### src/rtl/fighter_pkg.sv
// Shared fighter definitions: phase and attack-type encodings, frame-field
// packing helpers and default reach constants used by the attack/health blocks.
package fighter_pkg;

    typedef enum logic [1:0] {
        PH_IDLE     = 2'b00,
        PH_STARTUP  = 2'b01,
        PH_ACTIVE   = 2'b10,
        PH_RECOVERY = 2'b11
    } phase_t;

    // Numeric order doubles as button priority (heavy > medium > light)
    typedef enum logic [1:0] {
        ATK_NONE   = 2'b00,
        ATK_LIGHT  = 2'b01,
        ATK_MEDIUM = 2'b10,
        ATK_HEAVY  = 2'b11
    } atk_t;

    localparam logic [11:0] DEFAULT_LIGHT_FRAMES  = 12'h224;
    localparam logic [11:0] DEFAULT_MEDIUM_FRAMES = 12'h438;
    localparam logic [11:0] DEFAULT_HEAVY_FRAMES  = 12'h84E;

    localparam int DEFAULT_LIGHT_REACH  = 40;
    localparam int DEFAULT_MEDIUM_REACH = 56;
    localparam int DEFAULT_HEAVY_REACH  = 72;

    typedef struct packed {
        phase_t     phase;
        logic [3:0] count;
    } phase_load_t;

    function automatic logic [3:0] frame_field(input logic [11:0] frames, input phase_t ph);
        case (ph)
            PH_STARTUP:  return frames[11:8];
            PH_ACTIVE:   return frames[7:4];
            PH_RECOVERY: return frames[3:0];
            default:     return 4'd0;
        endcase
    endfunction

    // First phase at or after 'from' with a non-zero length; zero-length fields are skipped
    function automatic phase_load_t enter_phase(input logic [11:0] frames, input phase_t from);
        phase_load_t r;
        r.phase = PH_IDLE;
        r.count = 4'd0;
        if (from == PH_STARTUP && frame_field(frames, PH_STARTUP) != 4'd0) begin
            r.phase = PH_STARTUP;
            r.count = frame_field(frames, PH_STARTUP);
        end else if ((from == PH_STARTUP || from == PH_ACTIVE) &&
                     frame_field(frames, PH_ACTIVE) != 4'd0) begin
            r.phase = PH_ACTIVE;
            r.count = frame_field(frames, PH_ACTIVE);
        end else if (from != PH_IDLE && frame_field(frames, PH_RECOVERY) != 4'd0) begin
            r.phase = PH_RECOVERY;
            r.count = frame_field(frames, PH_RECOVERY);
        end
        return r;
    endfunction

    function automatic phase_t next_phase(input phase_t ph);
        case (ph)
            PH_STARTUP: return PH_ACTIVE;
            PH_ACTIVE:  return PH_RECOVERY;
            default:    return PH_IDLE;
        endcase
    endfunction

endpackage

### src/rtl/attack_range_check.sv
// Combinational reach comparator: is the opponent in front of us and within
// the current attack's reach? Differences are 11-bit so they never wrap.
module attack_range_check
    import fighter_pkg::*;
#(
    parameter int LIGHT_REACH  = DEFAULT_LIGHT_REACH,
    parameter int MEDIUM_REACH = DEFAULT_MEDIUM_REACH,
    parameter int HEAVY_REACH  = DEFAULT_HEAVY_REACH
) (
    input  logic [9:0] pos_self,
    input  logic [9:0] pos_opp,
    input  logic       facing_right,
    input  atk_t       atk_type,
    output logic       in_range
);

    logic [10:0] reach;
    logic [10:0] diff_fwd;
    logic [10:0] diff_back;

    assign diff_fwd  = {1'b0, pos_opp} - {1'b0, pos_self};
    assign diff_back = {1'b0, pos_self} - {1'b0, pos_opp};

    always_comb begin
        reach    = 11'd0;
        in_range = 1'b0;
        case (atk_type)
            ATK_LIGHT:  reach = 11'(LIGHT_REACH);
            ATK_MEDIUM: reach = 11'(MEDIUM_REACH);
            ATK_HEAVY:  reach = 11'(HEAVY_REACH);
            default:    reach = 11'd0;
        endcase
        if (atk_type != ATK_NONE) begin
            if (facing_right)
                in_range = (pos_opp >= pos_self) && (diff_fwd <= reach);
            else
                in_range = (pos_self >= pos_opp) && (diff_back <= reach);
        end
    end

endmodule

### src/rtl/attack_sequencer.sv
// Per-player attack FSM: button edges -> startup/active/recovery on frame ticks,
// one registered hit event per attack. Optional recovery buffer: ATTACK_SEQ_BUFFER_EN.
module attack_sequencer
    import fighter_pkg::*;
#(
    parameter logic [11:0] LIGHT_FRAMES  = DEFAULT_LIGHT_FRAMES,
    parameter logic [11:0] MEDIUM_FRAMES = DEFAULT_MEDIUM_FRAMES,
    parameter logic [11:0] HEAVY_FRAMES  = DEFAULT_HEAVY_FRAMES,
    parameter int          LIGHT_REACH   = DEFAULT_LIGHT_REACH,
    parameter int          MEDIUM_REACH  = DEFAULT_MEDIUM_REACH,
    parameter int          HEAVY_REACH   = DEFAULT_HEAVY_REACH
) (
    input  logic       clk,
    input  logic       reset,
    input  logic       frame_tick,
    input  logic       btn_light,
    input  logic       btn_medium,
    input  logic       btn_heavy,
    input  logic       stunned,
    input  logic       facing_right,
    input  logic [9:0] pos_self,
    input  logic [9:0] pos_opp,
    output logic [1:0] phase,
    output logic [1:0] atk_type,
    output logic [1:0] hit_type,
    output logic       hit_pulse,
    output logic       hit_in_range,
    output logic       busy
);

    phase_t      phase_q;
    atk_t        atk_q;
    logic [3:0]  count_q;
    logic        hit_done;
    logic [2:0]  btn_prev;
    logic [2:0]  btn_now;
    logic [2:0]  btn_rise;
    atk_t        edge_type;
    atk_t        pend_type;
    atk_t        launch_type;
    logic        launch_en;
    logic        phase_end;
    logic        in_range;
    phase_load_t launch_load;
    phase_load_t adv_load;

`ifdef ATTACK_SEQ_BUFFER_EN
    atk_t        buf_q;
`endif

    function automatic logic [11:0] frames_of(input atk_t t);
        case (t)
            ATK_LIGHT:  return LIGHT_FRAMES;
            ATK_MEDIUM: return MEDIUM_FRAMES;
            ATK_HEAVY:  return HEAVY_FRAMES;
            default:    return 12'h000;
        endcase
    endfunction

    attack_range_check #(
        .LIGHT_REACH (LIGHT_REACH),
        .MEDIUM_REACH(MEDIUM_REACH),
        .HEAVY_REACH (HEAVY_REACH)
    ) u_range (
        .pos_self    (pos_self),
        .pos_opp     (pos_opp),
        .facing_right(facing_right),
        .atk_type    (atk_q),
        .in_range    (in_range)
    );

    assign btn_now  = {btn_heavy, btn_medium, btn_light};
    assign btn_rise = btn_now & ~btn_prev;

    // A press held in the buffer or arriving on the last recovery tick relaunches directly
    always_comb begin
        edge_type = ATK_NONE;
        if (btn_rise[2])      edge_type = ATK_HEAVY;
        else if (btn_rise[1]) edge_type = ATK_MEDIUM;
        else if (btn_rise[0]) edge_type = ATK_LIGHT;
`ifdef ATTACK_SEQ_BUFFER_EN
        pend_type = (edge_type > buf_q) ? edge_type : buf_q;
`else
        pend_type = ATK_NONE;
`endif
        phase_end   = (phase_q != PH_IDLE) && frame_tick && (count_q <= 4'd1);
        launch_type = (phase_q == PH_IDLE) ? edge_type : pend_type;
        launch_en   = ((phase_q == PH_IDLE) && (edge_type != ATK_NONE)) ||
                      ((phase_q == PH_RECOVERY) && phase_end && (pend_type != ATK_NONE));
        launch_load = enter_phase(frames_of(launch_type), PH_STARTUP);
        adv_load    = enter_phase(frames_of(atk_q), next_phase(phase_q));
    end

    always_ff @(posedge clk) begin
        if (reset) begin
            btn_prev     <= 3'b000;
            phase_q      <= PH_IDLE;
            atk_q        <= ATK_NONE;
            count_q      <= 4'd0;
            hit_done     <= 1'b0;
            hit_pulse    <= 1'b0;
            hit_in_range <= 1'b0;
            hit_type     <= 2'b00;
`ifdef ATTACK_SEQ_BUFFER_EN
            buf_q        <= ATK_NONE;
`endif
        end else begin
            btn_prev     <= btn_now;
            hit_pulse    <= 1'b0;
            hit_in_range <= 1'b0;
            hit_type     <= 2'b00;
            if (stunned) begin
                phase_q  <= PH_IDLE;
                atk_q    <= ATK_NONE;
                count_q  <= 4'd0;
                hit_done <= 1'b0;
`ifdef ATTACK_SEQ_BUFFER_EN
                buf_q    <= ATK_NONE;
`endif
            end else begin
                if (phase_q == PH_ACTIVE && in_range && !hit_done) begin
                    hit_done     <= 1'b1;
                    hit_pulse    <= 1'b1;
                    hit_in_range <= 1'b1;
                    hit_type     <= atk_q;
                end
                if (launch_en) begin
                    phase_q  <= launch_load.phase;
                    count_q  <= launch_load.count;
                    atk_q    <= (launch_load.phase == PH_IDLE) ? ATK_NONE : launch_type;
                    hit_done <= 1'b0;
`ifdef ATTACK_SEQ_BUFFER_EN
                    buf_q    <= ATK_NONE;
`endif
                end else if (phase_end) begin
                    phase_q <= adv_load.phase;
                    count_q <= adv_load.count;
                    if (adv_load.phase == PH_IDLE)
                        atk_q <= ATK_NONE;
                end else if (phase_q != PH_IDLE) begin
                    if (frame_tick)
                        count_q <= count_q - 4'd1;
`ifdef ATTACK_SEQ_BUFFER_EN
                    if (phase_q == PH_RECOVERY)
                        buf_q <= pend_type;
`endif
                end
            end
        end
    end

    assign phase    = phase_q;
    assign atk_type = atk_q;
    assign busy     = (phase_q != PH_IDLE);

endmodule

### config.mk
export PLATFORM = sky130hd
export DESIGN_NAME = attack_sequencer
export DESIGN_NICKNAME = d
export VERILOG_FILES = /design/src/rtl/fighter_pkg.sv /design/src/rtl/attack_range_check.sv /design/src/rtl/attack_sequencer.sv
export SDC_FILE = /design/constraint.sdc
export NUM_CORES = 1
export LEC_CHECK = 0
export CORE_UTILIZATION = 54
export CTS_CLUSTER_DIAMETER = 50
export DETAILED_ROUTE_END_ITERATION = 16
export PLACE_DENSITY = 0.89
export SLEW_MARGIN = 25
export SYNTH_ARGS = -nofsm -noshare
export SYNTH_HDL_FRONTEND = slang
export SYNTH_HIERARCHICAL = 1
export SYNTH_SLANG_ARGS = --single-unit
### constraint.sdc
create_clock -name clk -period 4.7 [get_ports clk]
set_clock_uncertainty 0.2 [all_clocks]
set_input_delay 0.705 -clock clk [delete_from_list [all_inputs] [get_ports clk]]
set_output_delay 0.705 -clock clk [all_outputs]
set_load 0.02 [all_outputs]
==> results of run 1 <==
-- cells in the mapped netlist (4+ instances only) --
cell                        number
sky130_fd_sc_hd__a21oi_1        17
sky130_fd_sc_hd__a31oi_1         4
sky130_fd_sc_hd__buf_2           5
sky130_fd_sc_hd__dfxtp_1        15
sky130_fd_sc_hd__ha_1           44
sky130_fd_sc_hd__inv_1          38
sky130_fd_sc_hd__nand2_1        17
sky130_fd_sc_hd__nand2b_1        5
sky130_fd_sc_hd__nand3_1         4
sky130_fd_sc_hd__nor2_1         14
sky130_fd_sc_hd__nor2b_1        11
sky130_fd_sc_hd__nor3_1         10
sky130_fd_sc_hd__nor4_1          4
sky130_fd_sc_hd__o2111ai_1       4
sky130_fd_sc_hd__o211ai_1        4
sky130_fd_sc_hd__o21a_1          8
sky130_fd_sc_hd__o21ai_0         8
sky130_fd_sc_hd__xnor2_1         6
-- per-layer routing --
| layer | part of all wire (%) | up-vias | wire [microns] | global-route usage (%) |
|---|---|---|---|---|
| li1 | - | 1021 | - | - |
| met3 | 4.5 | 9 | 208 | 2.14 |
| met1 | 48 | 939 | 2220 | 29.4 |
| met5 | 0 | - | 0 | 0 |
| met2 | 46 | 58 | 2110 | 39.6 |
| met4 | 1.0 | 0 | 48 | 5.83 |
-- sequential cells by signal, summed over array words and instances (netlist names) --
name,flops
count_q,4
btn_prev,3
atk_type,2
hit_type,2
phase,2
hit_done,1
hit_in_range,1
-- what timing repair did --
| item | 4_1_cts | 5_1_grt |
|---|---|---|
| resized for setup | 0 | 3 |
| endpoints found under the hold margin | 0 | 0 |
| endpoints found under the setup margin | 0 | 4 |
-- worst max-delay path, stage by stage --
cell	delay, ps
sky130_fd_sc_hd__clkdlybuf4s50_1	480
sky130_fd_sc_hd__inv_1	50
sky130_fd_sc_hd__ha_1	310
sky130_fd_sc_hd__nor2b_4	140
sky130_fd_sc_hd__o31a_1	290
sky130_fd_sc_hd__nor2_1	160
sky130_fd_sc_hd__inv_1	80
sky130_fd_sc_hd__a21oi_2	180
sky130_fd_sc_hd__o21ba_2	150
sky130_fd_sc_hd__xnor2_1	60
sky130_fd_sc_hd__ha_1	340
sky130_fd_sc_hd__a21oi_1	160
sky130_fd_sc_hd__a22oi_1	110
sky130_fd_sc_hd__a2111oi_2	380
sky130_fd_sc_hd__and4bb_1	250
sky130_fd_sc_hd__a31oi_1	40
sky130_fd_sc_hd__nand2_1	120
sky130_fd_sc_hd__nand2_1	100
sky130_fd_sc_hd__nor4_1	180
-- worst max-delay path by stage --
stage                      startpoint     endpoint  depth (start not counted)
after global placement    pos_self[1]  hit_type[0]                         19
after CTS                 pos_self[1]  hit_type[1]                         19
after floorplan           pos_self[1]  hit_type[0]                         18
after global routing      pos_self[1]  hit_type[0]                         19
final                     pos_self[1]  hit_type[1]                         19
after detailed placement  pos_self[1]  hit_type[1]                         19
-- layout make-up --
type / instances / area [sq um] / area share (%)
multi-input cells: 208 / 1610 / 63.7
inverters: 38 / 143 / 5.65
clock buffers: 3 / 41.3 / 1.63
clock inverters: 1 / 5.00 / 0.198
well taps: 48 / 60.1 / 2.38
repair buffers: 37 / 368 / 14.6
flip-flops and latches: 15 / 300 / 11.9
-- through the flow --
stage | hold WS [ps] | setup slack (ps)
6_report | 273 | 367
4_1_cts | 273 | 189
3_3_place_gp | 264 | 181
2_1_floorplan | 246 | 857
3_5_place_dp | 266 | -52.9
5_1_grt | 299 | 17.7
-- power groups by stage --
| stage | sequential, uW | clock [uW] | combinational [uW] |
|---|---|---|---|
| final | 137 | 106 | 222 |
| after global routing | 137 | 113 | 249 |
| after CTS | 137 | 107 | 217 |
| after detailed placement | 139 | 0 | 215 |
| after global placement | 139 | 0 | 209 |
| after floorplan | 140 | 0 | 150 |
-- cell families after synthesis --
| logic type | Yosys count | share of synthesized area (%) |
|---|---|---|
| AOI/OAI and AO/OA | 74 | 25.4 |
| xor gates and xnor gates | 7 | 2.94 |
| adders and majority gates | 44 | 26.4 |
| buffers and inverters | 46 | 8.77 |
| DFF | 15 | 14.4 |
| muxes | 1 | 0.541 |
| and+or+nand+nor | 82 | 21.5 |
==> results.md, run 1 <==
| Parameter | Reported | Unit |
| --- | --- | --- |
| Number of setup violations in the final report | 0 | - |
| Wire length after detailed routing | 4590 | microns |
| Initial antenna violation count | 0 | - |
| Switching fraction of total power | 36.3 | % |
| Area of all placed cells without fillers | 0.00253 | sq mm |
| Count of port buffers added during placement | 36 | - |
| Final Slew Violations | 0 | - |
| H-tree level count | 1 | - |
| Max Cap Violations | 0 | - |
| Number of hold buffers added after CTS | 0 | - |
| Worst hold path cell count | 1 | - |
| Launch point of the worst hold path | hit_done | - |
| Sequential power share | 29.5 | % |
| Initial DRT Pass Iterations | 4 | - |
| Warnings, synthesis | 6 | - |
| Number of flops mapped to enable cells by yosys | 0 | - |
| Standard-cell rows | 22 | - |
| Final Critical Period | 4330 | ps |
| Synthesized area per cell | 7.74 | sq um |
| Total placed instance area | 0.00247 | sq mm |
| Worst skew pair latency | 250 | ps |
| DRC violations left | 0 | - |
| Detailed Place HPWL | 3650 | microns |
| Sequential share of the synthesized area | 14.4 | % |
| Post-CTS setup-driven buffer insertion count | 0 | - |
| Net count of the mapped netlist | 341 | - |
| Final RePlAce weighted congestion | 0.845 | - |
| Vertical die dimension | 64.1 | microns |
| Power Total | 464 | uW |
| Remaining antenna violation count | 0 | - |
| Clock network fraction of design power | 22.8 | % |
| Vias in the first global route | 1817 | - |
| Prevailing post-synth register cell | sky130_fd_sc_hd__dfxtp_1 | - |
| Total congestion overflow after global routing | 0 | - |
| Biggest area contributors in the synthesized netlist | sky130_fd_sc_hd__ha_1, sky130_fd_sc_hd__dfxtp_1, sky130_fd_sc_hd__inv_1 | - |
| LEAKAGE | 0.00112 | uW |
| Via total after detailed routing | 2027 | - |
| Cell Count Post-Placement | 346 | - |
| Drt first-iter violations | 138 | - |
| Final-stage net count | 375 | - |
| Critical path peak fanout | 4 | - |
| Register bit count reported by yosys | 15 | - |
| Internal power consumption | 296 | uW |
| Utilization after layout | 68.5 | % |
| Total standard cell area after synthesis | 0.00208 | sq mm |
| Origin of the critical flop-to-flop path | atk_type[0] | - |
| CTS tree | yes | - |
| Vias per Instance | 5.79 | - |
| Clk sinks | 15 | - |
| Root Buffer | sky130_fd_sc_hd__clkbuf_8 | - |
| Net switching power figure | 168 | uW |
| Die ar. | 0.00411 | sq mm |
| RSZ-0062 raised after global routing | false | - |
| Count of endpoints failing hold in the final timing report | 0 | - |
| Hold worst-path end | hit_in_range | - |
| Share of the synthesized area in the top cell type | 26.4 | % |
| Most frequent cells in the layout | sky130_fd_sc_hd__ha_1, sky130_fd_sc_hd__inv_1, sky130_fd_sc_hd__clkdlybuf4s50_1 | - |
| Sum of negative setup slack | 0 | ps |
| Start-to-end type of the worst setup path | primary input to flip-flop | - |
| Run status | finished clean | - |
| Area of the core region | 0.00369 | sq mm |
| Horizontal die dimension | 64.1 | microns |
| Worst endpoint data arrival time | 4290 | ps |
| Launching element type of the critical path | primary input | - |
| Slack of the worst reg-to-reg path | 1730 | ps |
| Cell taking the most area after synthesis | sky130_fd_sc_hd__ha_1 | - |
| Crit share post-route | 92.2 | % |
| Initial core utilization | 56.4 | % |
| Reg-to-reg endpoint | hit_type[1] | - |
| Worst ir drop on vdd | 0.153 | mV |
| Maximum number of pins on one net before global-route repair | 12 | - |
| Worst reg2reg path depth | 13 | - |
| Synth-to-Final Area Change | 21.3 | % |
| Final non-filler cell total | 350 | - |
| Data required, critical path | 4650 | ps |
| Nature of the critical path endpoint | flip-flop | - |
| Routed length per instance | 13.1 | microns |
| Cells after synthesis | 269 | - |
| Power density cells | 184 | mW/mm^2 |
| CTS clk-pin slew, worst paths | 60 | ps |
| Final antenna diode count | 0 | - |
| Fraction of synthesis flops using an asynchronous set or reset pin | 0 | % |
| Maximum root-to-sink buffer count | 2 | - |
| Share of layout cells above drive strength 1 | 6.29 | % |
| Filler instances | 308 | - |
| Cts bufs inserted | 3 | - |
| Logic gate share of total power | 47.7 | % |
| Leading cell type in the layout, fill and taps excluded | sky130_fd_sc_hd__ha_1 | - |
| I/O pin count | 37 | - |
| GRT Overall Usage | 22.6 | % |
| Max transition margin | 51.4 | % |
| Cell variety after synth | 52 | - |
| Worst min-delay path class | flip-flop to flip-flop | - |
| Peak Freq | 231 | MHz |
| Pin slew with the least headroom to its limit | 723 | ps |
| First-pass GRT wire length | 7530 | microns |
Note: power is estimated with default switching activity, not from simulation.
==> inputs of run 2 (changes only) <==
--- a/config.mk
+++ b/config.mk
@@ -8,7 +8,7 @@
 export CORE_UTILIZATION = 54
 export CTS_CLUSTER_DIAMETER = 50
 export DETAILED_ROUTE_END_ITERATION = 16
-export PLACE_DENSITY = 0.89
+export PLACE_DENSITY_LB_ADDON = 0.12
 export SLEW_MARGIN = 25
 export SYNTH_ARGS = -nofsm -noshare
 export SYNTH_HDL_FRONTEND = slang
==> results.md, run 2 (synthesis gave the netlist of run 1 again) <==
| Parameter | Reported | Unit | vs previous |
| --- | --- | --- | --- |
| Initial core utilization | 56.4 | % | unchanged |
| Standard-cell rows | 22 | - | unchanged |
| Slack of the worst reg-to-reg path | 1810 | ps | +80 ps |
| Initial DRT Pass Iterations | 4 | - | unchanged |
| Category of cells accounting for the largest share of critical-path delay | compound AO/OA/AOI/OAI gates | - |  |
| Vias in the first global route | 1710 | - | -5.9% |
| Number of setup violations in the final report | 0 | - | unchanged |
| Critical path peak fanout | 4 | - | unchanged |
| Leading cell type in the layout, fill and taps excluded | sky130_fd_sc_hd__ha_1 | - |  |
| Total placed instance area | 0.00247 | sq mm | unchanged |
| Clk sinks | 15 | - | unchanged |
| Top reg by flops | count_q | - |  |
| Flip-flop count of the largest register, all copies and words added | 4 | - | unchanged |
| Final antenna diode count | 0 | - | unchanged |
| Worst endpoint data arrival time | 4210 | ps | -80 ps |
| Sum of negative setup slack | 0 | ps | unchanged |
| Cell chain of the critical path | clkdlybuf4s50_1 > inv_1 > ha_1 > nor2b_4 > o31a_1 > nor2_1 > inv_1 > a21oi_2 > o21ba_2 > xnor2_1 > ha_1 > a21oi_1 > a22oi_1 > a2111oi_2 > and4bb_1 > a31oi_1 > nand2_1 > nand2_1 > nor4_1 | - |  |
| Drt first-iter violations | 78 | - | -43% |
| Count of endpoints failing hold in the final timing report | 0 | - | unchanged |
| H-tree level count | 1 | - | unchanged |
| Area of all placed cells without fillers | 0.00253 | sq mm | unchanged |
| Registers with the most flip-flops | count_q x4, btn_prev x3 | - |  |
| Capturing element of the worst setup path | hit_type[0] | - |  |
| Slowest stage delay, CP | 480 | ps | about the same |
| Worst reg2reg path depth | 13 | - | unchanged |
| I/O pin count | 37 | - | unchanged |
| DRC violations left | 0 | - | unchanged |
| Nature of the critical path endpoint | flip-flop | - |  |
| Max Cap Violations | 0 | - | unchanged |
| Final Critical Period | 4250 | ps | -84.0 ps |
| Max transition margin | 47.0 | % | -4.4 points |
| Total congestion overflow after global routing | 0 | - | unchanged |
| Cell with the biggest individual delay on the critical path | sky130_fd_sc_hd__clkdlybuf4s50_1 | - |  |
| Horizontal die dimension | 64.1 | microns | unchanged |
| LEAKAGE | 0.00112 | uW | unchanged |
| Start-to-end type of the worst setup path | primary input to flip-flop | - |  |
| Vertical die dimension | 64.1 | microns | unchanged |
| Final-stage net count | 375 | - | unchanged |
| Routed length per instance | 12.1 | microns | -8.0% |
| Maximum number of pins on one net before global-route repair | 12 | - | unchanged |
| Buf/Inv on CP | 3 | - | unchanged |
| First-pass GRT wire length | 7250 | microns | -3.8% |
| Final Slew Violations | 0 | - | unchanged |
| GRT Overall Usage | 21.6 | % | -0.97 points |
| Crit share post-route | 90.4 | % | -1.8 points |
| Final RePlAce weighted congestion | 0.878 | - | +3.9% |
| CTS tree | yes | - |  |
| Wire length after detailed routing | 4230 | microns | -8.0% |
| Worst skew pair latency | 240 | ps | about the same |
| Reg-to-reg endpoint | hit_type[0] | - |  |
| Most frequent cells in the layout | sky130_fd_sc_hd__ha_1, sky130_fd_sc_hd__inv_1, sky130_fd_sc_hd__clkdlybuf4s50_1 | - |  |
| Levels on crit path | 19 | - | unchanged |
| Filler instances | 324 | - | +5.2% |
| Initial antenna violation count | 0 | - | unchanged |
| Power density cells | 182 | mW/mm^2 | -1.1% |
| CTS clk-pin slew, worst paths | 60 | ps | about the same |
| Pin slew with the least headroom to its limit | 788 | ps | +65.2 ps |
| Share of layout cells above drive strength 1 | 6.29 | % | unchanged |
| Combined area of the multi-input logic cells | 0.00161 | sq mm | unchanged |
| Count of port buffers added during placement | 36 | - | unchanged |
| Launching element of the worst setup path | pos_self[1] | - |  |
| Maximum root-to-sink buffer count | 2 | - | unchanged |
| Data required, critical path | 4660 | ps | about the same |
| Cts bufs inserted | 3 | - | unchanged |
| Worst min-delay path class | flip-flop to flip-flop | - |  |
| Launching element type of the critical path | primary input | - |  |
| Vias per Instance | 5.59 | - | -3.4% |
| Sequential cell area in the final layout | 300 | sq um | unchanged |
| Die ar. | 0.00411 | sq mm | unchanged |
| RSZ-0062 raised after global routing | false | - |  |
| Worst ir drop on vdd | 0.182 | mV | +19% |
| Area of the core region | 0.00369 | sq mm | unchanged |
| Synth-to-Final Area Change | 21.3 | % | unchanged |
| Remaining antenna violation count | 0 | - | unchanged |
| Origin of the critical flop-to-flop path | atk_type[0] | - |  |
| Root Buffer | sky130_fd_sc_hd__clkbuf_8 | - |  |
| Detailed Place HPWL | 3440 | microns | -5.7% |
| Via total after detailed routing | 1958 | - | -3.4% |
| Run status | finished clean | - |  |
| Peak Freq | 235 | MHz | +2.0% |
==> run 2: cell counts in the layout (fill, tap and decap cells not counted) <==
No cell type changed its count.
==> run 2: stage by stage <==
stage               std cells  setup WS (ps)  hold WS [ps]  util, %  total power, uW
floorplan                 269            857           246        -              290
global placement          346            150           268     67.0              351
detailed placement        346           25.5           280     67.0              354
CTS                       350            252           286     68.2              459
global route              350           63.9           310     68.5              496
finish                    350            451           286     68.5              459
==> run 2: layout make-up <==
| cell class | count | share of cell area [%] |
|---|---|---|
| Clock buffer | 3 | 1.63 |
| Clock inverter | 1 | 0.198 |
| Inverter | 38 | 5.65 |
| Multi-Input combinational cell | 208 | 63.7 |
| Sequential cell | 15 | 11.9 |
| Tap cell | 48 | 2.38 |
| Timing Repair Buffer | 37 | 14.6 |
==> run 2: layer usage <==
layer | vias up | global-route usage (%) | wire, microns
met4 | 0 | 1.39 | 8
li1 | 1032 | - | -
met1 | 866 | 31.7 | 2270
met2 | 58 | 34.2 | 1730
met5 | - | 0 | 0
met3 | 2 | 3.93 | 215
==> run 2: what timing repair did <==
item	in CTS	in global routing
gates resized for setup	0	3
hold buffers	0	0
buffers inserted	0	0
setup endpoints to repair	0	4
==> run 2: report_power, final <==
group	internal [uW]	switching (uW)	total, uW
combinational	106	114	219
clock	58.6	45.2	104
sequential	131	5.16	137
total	296	164	459
==> run 2: worst min-delay path by stage <==
stage | from | slack (ps) | depth (start not counted) | end
2_1_floorplan | hit_done | 250 | 1 | hit_in_range
3_3_place_gp | hit_done | 270 | 1 | hit_type[1]
3_5_place_dp | hit_done | 280 | 1 | hit_in_range
4_1_cts | hit_done | 290 | 1 | hit_in_range
5_1_grt | hit_done | 310 | 1 | hit_in_range
6_report | hit_done | 290 | 1 | hit_in_range
